$ cat src/rtl/alu_pkg.sv
// -----------------------------------------------------------------------------
// alu_pkg
// Shared types and helpers for the 8-bit add/sub ALU and its request driver.
//   port    : request bundle into the ALU (control_in = 1 selects subtract)
//   o_port  : registered ALU result ({flag_out, result_out})
//   IDLE/ISSUE/WAIT/RESP : driver FSM state encodings
//   alu_expected(sub, a, b) : reference 9-bit {flag, result} for one operation
// -----------------------------------------------------------------------------
package alu_pkg;

    typedef struct packed {
        logic       control_in;
        logic [7:0] a_in;
        logic [7:0] b_in;
    } port;

    typedef struct packed {
        logic       flag_out;
        logic [7:0] result_out;
    } o_port;

    localparam logic [1:0] IDLE  = 2'd0;
    localparam logic [1:0] ISSUE = 2'd1;
    localparam logic [1:0] WAIT  = 2'd2;
    localparam logic [1:0] RESP  = 2'd3;

    // Add: bit 8 is the carry-out. Sub: the 9-bit wrap sets bit 8 exactly
    // when a < b, which is the ALU's borrow flag.
    function automatic logic [8:0] alu_expected(input logic       sub,
                                                input logic [7:0] a,
                                                input logic [7:0] b);
        logic [8:0] ext_a;
        logic [8:0] ext_b;
        ext_a = {1'b0, a};
        ext_b = {1'b0, b};
        return sub ? (ext_a - ext_b) : (ext_a + ext_b);
    endfunction

endpackage

$ cat src/rtl/alu_req_driver_sat_counter.sv
// -----------------------------------------------------------------------------
// sat_counter
// Up-counter that sticks at its all-ones value instead of wrapping.
//   clock : rising-edge clock
//   clr   : synchronous clear, takes priority over inc
//   inc   : count one event this cycle
//   count : current value, W bits
// -----------------------------------------------------------------------------
module sat_counter #(
    parameter int W = 16
) (
    input  logic         clock,
    input  logic         clr,
    input  logic         inc,
    output logic [W-1:0] count
);

    always_ff @(posedge clock) begin
        if (clr) begin
            count <= '0;
        end else if (inc && (count != '1)) begin
            count <= count + 1'b1;
        end
    end

endmodule

$ cat src/rtl/alu_req_driver.sv
// -----------------------------------------------------------------------------
// alu_req_driver
// Takes add/sub commands on a valid/ready interface, drives them to the
// registered ALU, captures the result after ALU_LATENCY cycles, checks it
// against a locally computed reference and returns it on a valid/ready
// response interface. Keeps saturating counts of responses and mismatches.
//   clock, reset            : rising-edge clock, synchronous active-high reset
//   cmd_valid/cmd_ready     : command handshake; cmd_sub/cmd_a/cmd_b operands
//   alu_req                 : registered request to the ALU
//   alu_rsp                 : registered result from the ALU
//   rsp_valid/rsp_ready     : response handshake
//   rsp_result/rsp_flag     : captured ALU result
//   rsp_mismatch            : captured result differs from the reference
//   op_count/err_count      : saturating response / mismatch counters
//   busy                    : FSM is not idle
// -----------------------------------------------------------------------------
module alu_req_driver
    import alu_pkg::*;
#(
    parameter int ALU_LATENCY = 1,
    parameter int CNT_W       = 16,
    parameter int CHECK_EN    = 1
) (
    input  logic             clock,
    input  logic             reset,
    input  logic             cmd_valid,
    output logic             cmd_ready,
    input  logic             cmd_sub,
    input  logic [7:0]       cmd_a,
    input  logic [7:0]       cmd_b,
    output port              alu_req,
    input  o_port            alu_rsp,
    output logic             rsp_valid,
    input  logic             rsp_ready,
    output logic [7:0]       rsp_result,
    output logic             rsp_flag,
    output logic             rsp_mismatch,
    output logic [CNT_W-1:0] op_count,
    output logic [CNT_W-1:0] err_count,
    output logic             busy
);

    localparam int WAIT_W = (ALU_LATENCY > 1) ? $clog2(ALU_LATENCY) : 1;

    logic [1:0]        state;
    logic [WAIT_W-1:0] wait_cnt;
    logic [8:0]        expected;
    logic              cmd_fire;
    logic              rsp_fire;
    logic              check_on;

    assign cmd_ready = (state == IDLE);
    assign busy      = (state != IDLE);
    assign cmd_fire  = cmd_valid && cmd_ready;
    assign rsp_fire  = rsp_valid && rsp_ready;
    assign check_on  = (CHECK_EN != 0);

    always_ff @(posedge clock) begin
        if (reset) begin
            state        <= IDLE;
            alu_req      <= '0;
            expected     <= '0;
            wait_cnt     <= '0;
            rsp_valid    <= 1'b0;
            rsp_result   <= '0;
            rsp_flag     <= 1'b0;
            rsp_mismatch <= 1'b0;
        end else begin
            case (state)
                IDLE: begin
                    // alu_req is only written here, so operands stay stable
                    // for the whole operation.
                    if (cmd_fire) begin
                        alu_req  <= '{control_in: cmd_sub, a_in: cmd_a, b_in: cmd_b};
                        expected <= alu_expected(cmd_sub, cmd_a, cmd_b);
                        state    <= ISSUE;
                    end
                end
                ISSUE: begin
                    wait_cnt <= WAIT_W'(ALU_LATENCY - 1);
                    state    <= WAIT;
                end
                WAIT: begin
                    if (wait_cnt == '0) begin
                        rsp_result   <= alu_rsp.result_out;
                        rsp_flag     <= alu_rsp.flag_out;
                        rsp_mismatch <= check_on &&
                                        ({alu_rsp.flag_out, alu_rsp.result_out} != expected);
                        rsp_valid    <= 1'b1;
                        state        <= RESP;
                    end else begin
                        wait_cnt <= wait_cnt - 1'b1;
                    end
                end
                RESP: begin
                    if (rsp_ready) begin
                        rsp_valid <= 1'b0;
                        state     <= IDLE;
                    end
                end
                default: state <= IDLE;
            endcase
        end
    end

    // Counters clear on reset with priority, so a handshake coinciding with
    // reset is never counted.
    sat_counter #(.W(CNT_W)) u_op_cnt (
        .clock (clock),
        .clr   (reset),
        .inc   (rsp_fire),
        .count (op_count)
    );

    sat_counter #(.W(CNT_W)) u_err_cnt (
        .clock (clock),
        .clr   (reset),
        .inc   (rsp_fire && rsp_mismatch),
        .count (err_count)
    );

endmodule

$ cat config.mk
export PLATFORM = sky130hd
export DESIGN_NAME = alu_req_driver
export DESIGN_NICKNAME = d
export VERILOG_FILES = /design/src/rtl/alu_pkg.sv /design/src/rtl/alu_req_driver_sat_counter.sv /design/src/rtl/alu_req_driver.sv
export SDC_FILE = /design/constraint.sdc
export NUM_CORES = 1
export LEC_CHECK = 0
export CAP_MARGIN = 10
export CORE_ASPECT_RATIO = 1.75
export CORE_UTILIZATION = 45
export CTS_CLUSTER_DIAMETER = 30
export DETAILED_ROUTE_END_ITERATION = 8
export PLACE_DENSITY_LB_ADDON = 0.1
export SLEW_MARGIN = 20
export SYNTH_ARGS = -nofsm -noshare
export SYNTH_HDL_FRONTEND = slang
export SYNTH_SLANG_ARGS = --single-unit
$ cat constraint.sdc
create_clock -name clock -period 2.7 [get_ports clock]
set_input_delay 0.54 -clock clock [delete_from_list [all_inputs] [get_ports clock]]
set_output_delay 0.54 -clock clock [all_outputs]
set_load 0.02 [all_outputs]
==> load_flow_metrics.sql <==
INSERT INTO impl_metrics (metric_group, metric, value, unit) VALUES
('outcome', 'run_status', 'complete, no violations', ''),
('place', 'routabilityCongestion', '0.9040', ''),
('flow_run', 'timing.max_cap.violations', '0', ''),
('sta', 'clock_skew', '0.008641', 'ns'),
('yosys', 'yosys.cell_types.count', '47', ''),
('yosys', 'postSynthRegisterBits', '71', ''),
('clock_tree', 'tritoncts.num_buffers', '9', ''),
('final_layout', 'final_common_cell', 'sky130_fd_sc_hd__clkdlybuf4s50_1', ''),
('yosys', 'synthesis.nets', '467', ''),
('drt', 'route.detailed.wl_per_inst', '14.59', 'um'),
('yosys', 'synth_area_per_cell', '8.394', 'sq um'),
('clock_tree', 'clk_pin_slew_worst_paths', '0.06', 'ns'),
('worst_setup_path', 'worst_setup_ep_type', 'register', ''),
('power_and_ir_drop', 'power.net_switching', '1.153', 'mW'),
('global_routing', 'global_route.usage.total', '22.48', '%'),
('floorplanning', 'floorplan.initialDensity', '46.81', '%'),
('yosys', 'yosysSeqAreaShare', '40.13', '%'),
('final_layout', 'final_layout_size_suffix_gt1_share', '10.56', '%'),
('floorplanning', 'rows', '42', ''),
('clock_tree', 'clock_tree.htree_level_count', '3', ''),
('drt', 'drt-pass1-iter-count', '5', ''),
('sta', 'finalHoldViolations', '0', ''),
('global_routing', 'grt_pass1_vias', '3288', ''),
('worst_setup_path', 'worstSetupStartpointType', 'input pin', ''),
('power_and_ir_drop', 'p_leak', '1.943', 'nW'),
('worst_setup_path', 'cp_data_arrival_time', '2.81', 'ns'),
('power_and_ir_drop', 'share_seq_of_total_power', '33.4', '%'),
('final_layout', 'n_antenna_cell', '0', ''),
('global_routing', 'global_route_wire_length_before_repair', '14.91', 'mm'),
('power_and_ir_drop', 'netSwitchingFraction', '29.60', '%'),
('global_routing', 'globalRouteOverflowTotal', '0', ''),
('worst_setup_path', 'critical_path.max_fanout', '4', ''),
('final_layout', 'area_growth', '44.22', '%'),
('yosys', 'yosys.area_share.xor_xnor', '10.14', '%'),
('drt', 'detail_route.drc_violations', '0', ''),
('worst_setup_path', 'required', '2.91', 'ns'),
('global_routing', 'grt_antenna_before_repair', '0', ''),
('final_layout', 'seq_area', '1421', 'sq um'),
('yosys', 'ys_warns', '0', ''),
('yosys', 'simple_gate_share_of_the_synthesized_area', '25.50', '%'),
('sta', 'finalMaxSlewViolations', '0', ''),
('floorplanning', 'die_w', '69.07', 'um'),
('worst_setup_path', 'criticalPathCategory', 'in -> reg', ''),
('clock_tree', 'cts.root.buffer_cell', 'sky130_fd_sc_hd__clkbuf_16', ''),
('drt', 'finalWirelength', '9.160', 'mm'),
('sta', 'max_slew_margin', '50.53', '%'),
('power_and_ir_drop', 'p_per_area', '762.7', 'nW/um^2'),
('global_routing', 'grt_start_max_net_pins', '31', ''),
('drt', 'num_vias', '3441', ''),
('place', 'numPortBuffers', '91', ''),
('place', 'place.detailed.hpwl', '6.699', 'mm'),
('clock_tree', 'clkLatencyLatePin', '0.34', 'ns'),
('sta', 'achievable-frequency', '0.3843', 'GHz'),
('yosys', 'postSynth.asyncResetShare', '0', '%'),
('yosys', 'synth.mux.area_fraction', '3.426', '%'),
('floorplanning', 'core_area', '7567', 'sq um'),
('sta', 'final.hold.worst_slack', '0.4541', 'ns'),
('clock_tree', 'clock-sinks', '71', ''),
('clock_tree', 'cts_hold_buf', '0', ''),
('power_and_ir_drop', 'intPower', '2.743', 'mW'),
('power_and_ir_drop', 'clock_power_share', '37.6', '%'),
('final_layout', 'layout_common_cells', 'sky130_fd_sc_hd__clkdlybuf4s50_1, sky130_fd_sc_hd__dfxtp_1, sky130_fd_sc_hd__nor2_1', ''),
('min_path', 'hold_path.class', 'reg -> reg', ''),
('yosys', 'synth-compound-area-share', '12.29', '%'),
('clock_tree', 'cts_tree', 'yes', ''),
('yosys', 'synth_enable_flop_cells', '0', ''),
('yosys', 'dominant_combinational_cell_family_by_area_after_synthesis', 'simple AND/OR/NAND/NOR gates', ''),
('sta', 'timing.final.crit_share', '96.38', '%'),
('final_layout', 'design.final.nets', '580', ''),
('final_layout', 'fillers', '672', ''),
('sta', 'final_period_minus_worst_setup_slack', '2.602', 'ns');
-- registers in the layout, indices dropped and copies added, names as in the netlist --
signal / flops
rsp_mismatch: 1
alu_req: 17
state: 2
rsp_valid: 1
rsp_result: 8
u_op_cnt.count: 16
u_err_cnt.count: 16
rsp_flag: 1
expected: 9
-- synthesized netlist by cell type (2+ instances only) --
| cell | instances | area (sq um) |
|---|---|---|
| sky130_fd_sc_hd__xor2_1 | 19 | 166.4 |
| sky130_fd_sc_hd__and2_1 | 2 | 12.51 |
| sky130_fd_sc_hd__dfxtp_1 | 71 | 1421 |
| sky130_fd_sc_hd__o31a_1 | 2 | 17.52 |
| sky130_fd_sc_hd__nor4b_1 | 3 | 26.28 |
| sky130_fd_sc_hd__a21oi_1 | 34 | 170.2 |
| sky130_fd_sc_hd__mux2i_1 | 11 | 110.1 |
| sky130_fd_sc_hd__clkbuf_1 | 13 | 48.80 |
| sky130_fd_sc_hd__o21a_1 | 3 | 22.52 |
| sky130_fd_sc_hd__inv_1 | 11 | 41.29 |
| sky130_fd_sc_hd__ha_1 | 14 | 175.2 |
| sky130_fd_sc_hd__nor4_1 | 8 | 50.05 |
| sky130_fd_sc_hd__nor2_1 | 60 | 225.2 |
| sky130_fd_sc_hd__o31ai_1 | 3 | 22.52 |
| sky130_fd_sc_hd__and3_1 | 7 | 43.79 |
| sky130_fd_sc_hd__buf_1 | 3 | 11.26 |
| sky130_fd_sc_hd__xnor2_1 | 22 | 192.7 |
| sky130_fd_sc_hd__nor3_1 | 12 | 60.06 |
| sky130_fd_sc_hd__a31oi_1 | 3 | 18.77 |
| sky130_fd_sc_hd__and4_1 | 4 | 35.03 |
| sky130_fd_sc_hd__nand2_1 | 46 | 172.7 |
| sky130_fd_sc_hd__nor2b_1 | 5 | 31.28 |
| sky130_fd_sc_hd__or3_1 | 3 | 18.77 |
| sky130_fd_sc_hd__or4_1 | 2 | 15.01 |
| sky130_fd_sc_hd__nand4_1 | 13 | 81.33 |
| sky130_fd_sc_hd__o21ai_0 | 9 | 45.04 |
| sky130_fd_sc_hd__a211oi_1 | 6 | 45.04 |
| sky130_fd_sc_hd__nand3_1 | 14 | 70.07 |
-- per-stage QoR --
stage	setup WS (ns)	TNS (ns)	std cells	area [sq um]	power, mW
final	0.09763	0	628	5109	3.896
after global routing	-0.02157	-0.02529	628	5109	4.079
after CTS	0.03692	0	627	5067	3.914
after detailed placement	-0.3092	-1.683	611	4696	2.433
after global placement	-0.2563	-1.290	611	4696	2.411
after floorplan	0.2565	0	422	3542	1.968
-- worst max-delay path: stages --
cell and delay (ns):
sky130_fd_sc_hd__clkdlybuf4s50_1 0.49, sky130_fd_sc_hd__inv_2 0.06, sky130_fd_sc_hd__ha_4 0.17, sky130_fd_sc_hd__nor2_2 0.12
sky130_fd_sc_hd__xnor2_1 0.14, sky130_fd_sc_hd__ha_1 0.28, sky130_fd_sc_hd__nor2b_2 0.18, sky130_fd_sc_hd__o31a_1 0.35
sky130_fd_sc_hd__o31ai_2 0.25, sky130_fd_sc_hd__xnor2_1 0.14, sky130_fd_sc_hd__a21oi_1 0.08
-- power by group through the flow --
| stage | Sequential [mW] | Combinational [mW] | Clock [mW] |
|---|---|---|---|
| finish | 1.30 | 1.13 | 1.47 |
| global route | 1.32 | 1.23 | 1.53 |
| CTS | 1.30 | 1.12 | 1.49 |
| global placement | 1.32 | 1.09 | 0 |
| detailed placement | 1.32 | 1.11 | 0 |
| floorplan | 1.42 | 0.552 | 0 |
-- logic make-up (layout without fill, tap and decap cells) --
| kind of cell | after synthesis | in the layout |
|---|---|---|
| AOI/OAI and AO/OA | 70 | 70 |
| xor gates and xnor gates | 41 | 41 |
| adders and majority gates | 15 | 15 |
| buffers and inverters | 28 | 146 |
| DFF | 71 | 71 |
| muxes | 12 | 12 |
| and+or+nand+nor | 185 | 185 |
-- cell type report --
cell class | count | share of cell area, %
clock buffer | 11 | 4.751
clock inverter | 5 | 2.523
inverter | 11 | 0.8082
multi-input combinational | 323 | 40.04
sequential | 71 | 27.82
tap | 88 | 2.155
timing repair buffer | 119 | 21.90
-- what timing repair did --
item,4_1_cts,5_1_grt
endpoints found under the setup margin,0,5
gates resized for setup,0,11
buffers inserted,0,1
-- routing by layer --
metal | track usage (%) | up-vias | part of all wire [%]
met5 | 0 | - | 0
met4 | 11.10 | 0 | 2.5
li1 | - | 1712 | -
met1 | 23.11 | 1631 | 38
met2 | 42.48 | 76 | 56
met3 | 4.061 | 22 | 3.1
-- final timing paths --
path	start	end	slack, ns	depth (start not counted)
max reg2reg	u_err_cnt.count[8]$_SDFFE_PP0P_	u_err_cnt.count[4]$_SDFFE_PP0P_	0.87	5
max	cmd_b[1]	expected[8]$_SDFFE_PP0P_	0.1	11
min	alu_req[5]$_SDFFE_PP0P_	alu_req[5]$_SDFFE_PP0P_	0.45	2
min reg2reg	alu_req[5]$_SDFFE_PP0P_	alu_req[5]$_SDFFE_PP0P_	0.45	2
(Power assumes the default switching activity.)
